`src/rtl/rise_detector.sv`:
```
`default_nettype none
// ============================================================================
// Module   : rise_detector
// Purpose  : Conditions a raw asynchronous input into a filtered level and
//            one-cycle rise/glitch (and optionally fall) strobes.
//            Optional macro EDGE_FALL_OUT_EN adds the fall strobe port.
// Revision : 1.0 - initial release
// ============================================================================
module rise_detector #(
  parameter int SYNC_STAGES = 2,
  parameter int FILTER_LEN  = 4
) (
  input  logic clk,
  input  logic rst_n,
  input  logic enb,
  input  logic din,
  output logic rise,
  output logic level,
`ifdef EDGE_FALL_OUT_EN
  output logic fall,
`endif
  output logic glitch
);

  localparam int            CW        = $clog2(FILTER_LEN + 1);
  localparam logic [CW-1:0] c_cnt_max = CW'(FILTER_LEN);
  localparam logic [CW-1:0] c_cnt_one = CW'(1);

  typedef enum logic [1:0] {
    ST_LOW    = 2'd0,
    ST_CONF_H = 2'd1,
    ST_HIGH   = 2'd2,
    ST_CONF_L = 2'd3
  } state_t;

  logic [SYNC_STAGES-1:0] r_sync;
  logic                   w_din_s;

  state_t        r_state;
  state_t        w_state_nxt;
  logic [CW-1:0] r_cnt;
  logic [CW-1:0] w_cnt_nxt;

  logic r_rise;
  logic r_level;
  logic r_glitch;
  logic w_rise_nxt;
  logic w_level_nxt;
  logic w_glitch_nxt;
`ifdef EDGE_FALL_OUT_EN
  logic r_fall;
  logic w_fall_nxt;
`endif

  // Synchronizer is cleared with enb so a re-enable always sees a fresh window
  always_ff @(posedge clk or negedge rst_n) begin
    if (!rst_n) begin
      r_sync <= '0;
    end else if (!enb) begin
      r_sync <= '0;
    end else begin
      r_sync <= {r_sync[SYNC_STAGES-2:0], din};
    end
  end

  assign w_din_s = r_sync[SYNC_STAGES-1];

  always_comb begin
    w_state_nxt  = r_state;
    w_cnt_nxt    = r_cnt;
    w_rise_nxt   = 1'b0;
    w_glitch_nxt = 1'b0;
`ifdef EDGE_FALL_OUT_EN
    w_fall_nxt   = 1'b0;
`endif
    case (r_state)
      ST_LOW: begin
        if (w_din_s) begin
          w_state_nxt = ST_CONF_H;
          w_cnt_nxt   = c_cnt_one;
        end else begin
          w_cnt_nxt   = '0;
        end
      end
      ST_CONF_H: begin
        if (!w_din_s) begin
          w_state_nxt  = ST_LOW;
          w_cnt_nxt    = '0;
          w_glitch_nxt = 1'b1;
        end else if (r_cnt >= c_cnt_max) begin
          w_state_nxt  = ST_HIGH;
          w_cnt_nxt    = '0;
          w_rise_nxt   = 1'b1;
        end else begin
          w_cnt_nxt    = r_cnt + c_cnt_one;
        end
      end
      ST_HIGH: begin
        if (!w_din_s) begin
          w_state_nxt = ST_CONF_L;
          w_cnt_nxt   = c_cnt_one;
        end else begin
          w_cnt_nxt   = '0;
        end
      end
      ST_CONF_L: begin
        if (w_din_s) begin
          w_state_nxt  = ST_HIGH;
          w_cnt_nxt    = '0;
          w_glitch_nxt = 1'b1;
        end else if (r_cnt >= c_cnt_max) begin
          // Accepted fall: level clears even when no fall strobe is built
          w_state_nxt  = ST_LOW;
          w_cnt_nxt    = '0;
`ifdef EDGE_FALL_OUT_EN
          w_fall_nxt   = 1'b1;
`endif
        end else begin
          w_cnt_nxt    = r_cnt + c_cnt_one;
        end
      end
      default: begin
        w_state_nxt = ST_LOW;
        w_cnt_nxt   = '0;
      end
    endcase
    w_level_nxt = (w_state_nxt == ST_HIGH) || (w_state_nxt == ST_CONF_L);
  end

  always_ff @(posedge clk or negedge rst_n) begin
    if (!rst_n) begin
      r_state  <= ST_LOW;
      r_cnt    <= '0;
      r_rise   <= 1'b0;
      r_level  <= 1'b0;
      r_glitch <= 1'b0;
    end else if (!enb) begin
      r_state  <= ST_LOW;
      r_cnt    <= '0;
      r_rise   <= 1'b0;
      r_level  <= 1'b0;
      r_glitch <= 1'b0;
    end else begin
      r_state  <= w_state_nxt;
      r_cnt    <= w_cnt_nxt;
      r_rise   <= w_rise_nxt;
      r_level  <= w_level_nxt;
      r_glitch <= w_glitch_nxt;
    end
  end

`ifdef EDGE_FALL_OUT_EN
  always_ff @(posedge clk or negedge rst_n) begin
    if (!rst_n) begin
      r_fall <= 1'b0;
    end else if (!enb) begin
      r_fall <= 1'b0;
    end else begin
      r_fall <= w_fall_nxt;
    end
  end

  assign fall = r_fall;
`endif

  assign rise   = r_rise;
  assign level  = r_level;
  assign glitch = r_glitch;

endmodule
`default_nettype wire

```
`config.mk`:
```
export PLATFORM = sky130hd
export DESIGN_NAME = rise_detector
export DESIGN_NICKNAME = d
export VERILOG_FILES = /design/src/rtl/rise_detector.sv
export SDC_FILE = /design/constraint.sdc
export NUM_CORES = 1
export LEC_CHECK = 0
export ABC_AREA = 1
export BUFFER_PORTS_ARGS = -buffer_cell sky130_fd_sc_hd__clkbuf_2
export CORE_AREA = 2 2 39 41
export DETAILED_ROUTE_END_ITERATION = 7
export DIE_AREA = 0 0 41 43
export SLEW_MARGIN = 20
export SYNTH_ARGS = -nofsm -noshare
export SYNTH_HDL_FRONTEND = slang
export SYNTH_SLANG_ARGS = --single-unit
export TNS_END_PERCENT = 50
```
`constraint.sdc`:
```
create_clock -name clk -period 1.2 [get_ports clk]
set_clock_uncertainty 0.15 [all_clocks]
set_input_delay 0.24 -clock clk [delete_from_list [all_inputs] [get_ports clk]]
set_output_delay 0.24 -clock clk [all_outputs]
set_load 0.005 [all_outputs]
```
==> run_results.csv, run 1 <==
group,metric,value,unit
yosys,synth_area,414.1,um^2
drt,vias,282,
drt,highest_layer,"met4",
place,pre_cts_ws,127.5,ps
drt,routed_wl,622,um
clocking,clk_latency,260,ps
clocking,cts_setup_buffers,0,
yosys,synthCells,45,
yosys,ys_types,9,
drt,drt-initial-drc-count,3,
critical_path,r2r-start,"r_cnt[0]$_DFF_PN0_",
power,p_sw_share,20.08,%
finish,layout_common_cells,"dfrtp_1, nand2_1, nor2_1",
drt,wl_met2,278,um
timing,max_freq,894.6,MHz
critical_path,startpoint,"glitch$_DFF_PN0_",
yosys,syn_area_per_cell,9.203,um^2
finish,diodes,0,
timing,slew_headroom,83.20,%
timing,finalHoldViolCount,0,
drt,first_pass_iters,2,
place,place_congestion,0.6466,
power,p_switching,135.2,uW
clocking,cts_resized,0,
place,port_buffers,6,
yosys,syn-num-nets,51,
global_route,globalRoute.totalOverflow,0,
floorplan,fp.dieW,41,um
global_route,track_usage,9.838,%
clocking,cts_hold_buffers,2,
floorplan,initial_core_util,29.93,%
global_route,grt_max_degree,11,
finish,final_cells,72,
clocking,clkSinkCount,10,
timing,grt_setup_unrepaired,"no",
drt,dr_wl_met3,35,um
power,seqPwrFrac,51.3,%
clocking,cts_root_buf,"clkbuf_4",
finish,post-route-util,37.25,%
job,drv_cap,0,
drt,wl_met1,296,um
finish,syn_to_final_growth,24.47,%
critical_path,critPathBufInv,1,
critical_path,start_kind,"flop",
timing,setup_slack,82.24,ps
power,p_per_area,1306,nW/um^2
critical_path,cpPeakStageDelay,360,ps
power,power_frac_comb,4.2,%
timing,tightest_slew,252.0,ps
clocking,clockBufferDepth,2,
power,p_leak,0.2905,nW
yosys,yosysWarnings,0,
timing,fin_crit,1118,ps
critical_path,cp_cell_sequence,"clkbuf_2",
critical_path,crit_family,"flip-flops",
floorplan,die_h,43,um
power,pwr-share-clk,44.5,%
timing,setup_tns,0,ps
critical_path,end_kind,"output pin",
global_route,antenna_found_initial,0,
timing,finalSetupViolCount,0,
global_route,grt_pass1_wl,1.048,mm
clocking,tritoncts,"built",
timing,slew_violations,0,
place,hpwl,452,um
critical_path,crit_slowest_cell,"dfrtp_1",
floorplan,dieArea,1763,um^2
finish,final_common_cell,"dfrtp_1",
min_path,min-delay-start,"enb",
power,power.internal,538.0,uW
status,status,"completed",
floorplan,core_area,1384,um^2
floorplan,ioPinCount,7,
place,dp_cells,66,
global_route,grt_pass1_vias,255,
clocking,path_clk_slew,70,ps
drt,wire_per_inst,8.639,um
floorplan,row_count,14,
yosys,synth-seq-area-share,60.42,%
finish,nets,63,
critical_path,critPathArrivalTime,730,ps
yosys,synth_seq_cells,10,
critical_path,cp_max_fo,1,
min_path,hold_path_class,"in2reg",
critical_path,cp.required,810,ps
clocking,cts_buffers,3,
drt,drc,0,
clocking,cts_max_level,1,
power,peakVddDrop,0.3624,mV
finish,drive_above_1_share,23.21,%
critical_path,worst-setup-path-type,"reg2out",
drt,vias_per_cell,3.917,
timing,period_share,93.15,%
drt,antenna_left,0,
path summary, 6_finish.rpt:
check,slack (ps),cells past startpoint,endpoint
hold / removal,110,3,r_sync[0]$_DFF_PN0_
min in group asynchronous,220,2,rise$_DFF_PN0_
setup / recovery,80,1,glitch
max in group asynchronous,480,2,r_state[1]$_DFF_PN0_
hold reg to reg,300,2,r_sync[1]$_DFF_PN0_
setup reg to reg,130,4,r_cnt[1]$_DFF_PN0_
state kept, by name, indices dropped and copies added, names as in the netlist:
signal   flops
rise         1
level        1
r_cnt        3
r_sync       2
glitch       1
r_state      2
power by group through the flow:
stage / sequential (mW) / combinational, mW / clock (mW)
2_1_floorplan: 0.352 / 0.0117 / 0
6_report: 0.345 / 0.0281 / 0.300
5_1_grt: 0.346 / 0.0333 / 0.333
3_3_place_gp: 0.352 / 0.0233 / 0
4_1_cts: 0.345 / 0.0294 / 0.317
3_5_place_dp: 0.352 / 0.0240 / 0
kinds of logic (layout without fill, tap and decap cells):
logic type | Yosys count | after routing | synth area share (%)
adders and majority gates | 2 | 2 | 6.041
DFF | 10 | 10 | 60.42
AOI/OAI and AO/OA | 1 | 1 | 1.813
buffers and inverters | 9 | 20 | 8.458
and+or+nand+nor | 23 | 23 | 23.26
cell type report:
cell class	instances	area [um^2]
clock buffer	4	36.28
fill	152	868.3
inverter	8	30.03
multi-input combinational	26	128.9
sequential	10	250.2
tap	16	20.02
timing repair buffer	8	50.05
through the flow:
stage	cell area, um^2	hold WS (ps)	power [mW]
after floorplan	414.1	-205.6	0.3633
after global placement	459.2	-36.90	0.3751
after detailed placement	459.2	-29.84	0.3759
after CTS	515.5	97.76	0.6920
after global routing	515.5	130.0	0.7125
final	515.5	111.5	0.6732
Yosys cell counts (all sizes together):
master,number,area [um^2]
nand2,12,52.55
dfrtp,10,250.2
nor2,9,33.78
inv,8,30.03
ha,2,25.02
nand3,2,10.01
buf,1,5.000
o21a,1,7.510
routing by layer:
metal / global-route usage [%] / vias to the layer above
li1: - / 151
met1: 12.29 / 121
met2: 11.25 / 8
met3: 3.141 / 2
met4: 12.00 / 0
met5: 0 / -
No activity file was read; power rests on OpenSTA's default activity.
==> inputs of run 2 (changes only) <==
BUFFER_PORTS_ARGS = not set   (was -buffer_cell sky130_fd_sc_hd__clkbuf_2)
CTS_CLUSTER_SIZE = 10   (was not set)
DONT_BUFFER_PORTS = 1   (was not set)
==> run 2 against run 1 <==
Against the previous run:
- clock power is essentially flat
- flip-flop and latch count is the same
- final cell count shrank 6.9%
- count of clock-buffer cells in the layout did not move
==> run_results.csv, run 2 (synthesis gave the netlist of run 1 again) <==
group,metric,value,unit
status,status,"completed",
floorplan,core_area,1384,um^2
timing,tightest_slew,436.7,ps
drt,drc,0,
finish,multi_input_area,128.9,um^2
drt,routed_wl,645,um
floorplan,initial_core_util,29.93,%
global_route,grt_pass1_vias,268,
clocking,cts_resized,0,
place,place_congestion,0.6337,
critical_path,r2r-start,"r_cnt[0]$_DFF_PN0_",
global_route,grt_max_degree,11,
clocking,clkSinkCount,10,
timing,finalHoldViolCount,0,
critical_path,critPathArrivalTime,1160,ps
finish,diodes,0,
clocking,cts_buffers,3,
critical_path,end_kind,"flop",
power,fin_total_pwr,668.6,uW
finish,largest-register,"r_cnt",
critical_path,ff2ff_setup_slack,100,ps
place,hpwl,496.6,um
clocking,tritoncts,"built",
finish,drive_above_1_share,13.73,%
power,p_leak,0.2683,nW
timing,slew_violations,0,
clocking,cts_max_level,1,
finish,seqCellArea,250.2,um^2
clocking,path_clk_slew,70,ps
power,power_frac_comb,3.8,%
timing,period_share,93.27,%
floorplan,fp.dieW,41,um
drt,wire_per_inst,9.627,um
power,p_switching,132.0,uW
power,p_sw_share,19.74,%
finish,fin_area,495.5,um^2
power,peakVddDrop,0.5489,mV
finish,nets,58,
min_path,hold_path_class,"in2async",
timing,max_freq,893.4,MHz
floorplan,die_h,43,um
finish,layout_common_cells,"dfrtp_1, nand2_1, nor2_1",
drt,drt-initial-drc-count,3,
finish,final_common_cell,"dfrtp_1",
place,place_area,429.2,um^2
timing,grt_setup_unrepaired,"no",
power,power.internal,536.7,uW
power,seqPwrFrac,51.7,%
timing,hold_slack,202.7,ps
critical_path,crit_slowest_cell,"dlygate4sd3_1",
timing,finalSetupViolCount,0,
critical_path,worst-setup-path-type,"in2reg",
place,dp_cells,60,
finish,largest_register_ffs,3,
drt,first_pass_iters,3,
timing,slew_headroom,70.79,%
drt,vias_per_cell,4.104,
clocking,clockBufferDepth,2,
place,port_buffers,0,
critical_path,cp_max_fo,8,
clocking,clk_latency,260,ps
floorplan,row_count,14,
critical_path,cp.required,1240,ps
global_route,grt_pass1_wl,1.076,mm
global_route,globalRoute.totalOverflow,0,
finish,reg.largest.list,"r_cnt x3, r_state x2, r_sync x2",
finish,syn_to_final_growth,19.64,%
timing,fin_crit,1119,ps
finish,fillers,143,
global_route,antenna_found_initial,0,
drt,vias,275,
floorplan,dieArea,1763,um^2
finish,final_cells,67,
job,drv_cap,0,
power,p_per_area,1349,nW/um^2
floorplan,ioPinCount,7,
critical_path,start_kind,"input pin",
drt,antenna_left,0,
critical_path,cp_cell_sequence,"dlygate4sd3_1, nand3_1, nor2_1",
critical_path,cpPeakStageDelay,690,ps
clocking,cts_root_buf,"clkbuf_4",
power,pwr-share-clk,44.5,%
critical_path,r2r-end,"r_cnt[1]$_DFF_PN0_",
global_route,track_usage,10.32,%
timing,setup_tns,0,ps
critical_path,r2r_cells,4,
==> run 2: stage by stage <==
step	setup slack [ps]	utilization [%]
after floorplan	166.2	-
after global placement	129.1	31.01
after detailed placement	121.4	31.01
after CTS	88.16	35.80
after global routing	27.52	35.80
final	80.74	35.80
==> run 2: worst max path at each step <==
stage                     slack (ps)            endpoint               start  cells past startpoint
after floorplan                  170  r_cnt[1]$_DFF_PN0_  r_cnt[0]$_DFF_PN0_                      4
after global placement           130  r_cnt[1]$_DFF_PN0_  r_cnt[0]$_DFF_PN0_                      4
after detailed placement         120  r_cnt[1]$_DFF_PN0_  r_cnt[0]$_DFF_PN0_                      4
after CTS                         90  r_cnt[0]$_DFF_PN0_                 enb                      3
after global routing              30  r_cnt[1]$_DFF_PN0_  r_cnt[0]$_DFF_PN0_                      4
final                             80  r_cnt[1]$_DFF_PN0_                 enb                      3
==> run 2: repair_timing <==
item                                   CTS  global route
setup buffers                            0             0
setup endpoints to repair                0             0
hold buffers                             3             0
endpoints found under the hold margin   20             0
==> run 2: final cells by class <==
type / instances / share of cell area [%]
sequential: 10 / 50.51
clock buffer: 4 / 7.323
tap: 16 / 4.040
timing repair buffer: 3 / 6.061
inverter: 8 / 6.061
multi-input combinational: 26 / 26.01
==> run 2: worst max-delay path: cells and delay by family <==
family	cells	cell delay (ps)
buffers and inverters	1	690
AND/OR/NAND/NOR	2	230
==> run 2: power groups by stage <==
stage	clock [mW]	sequential, mW	combinational [mW]
detailed placement	0	0.352	0.00918
global route	0.338	0.346	0.0303
floorplan	0	0.352	0.0117
global placement	0	0.352	0.00895
finish	0.297	0.346	0.0257
CTS	0.314	0.346	0.0267
==> run 2: per-layer routing <==
layer  wire, um  vias to the layer above  GRT usage (%)
li1           -                      143              -
met1        291                      122          10.56
met2        313                        8          13.44
met3         25                        2          4.712
met4         14                        0          12.00
met5          0                        -              0
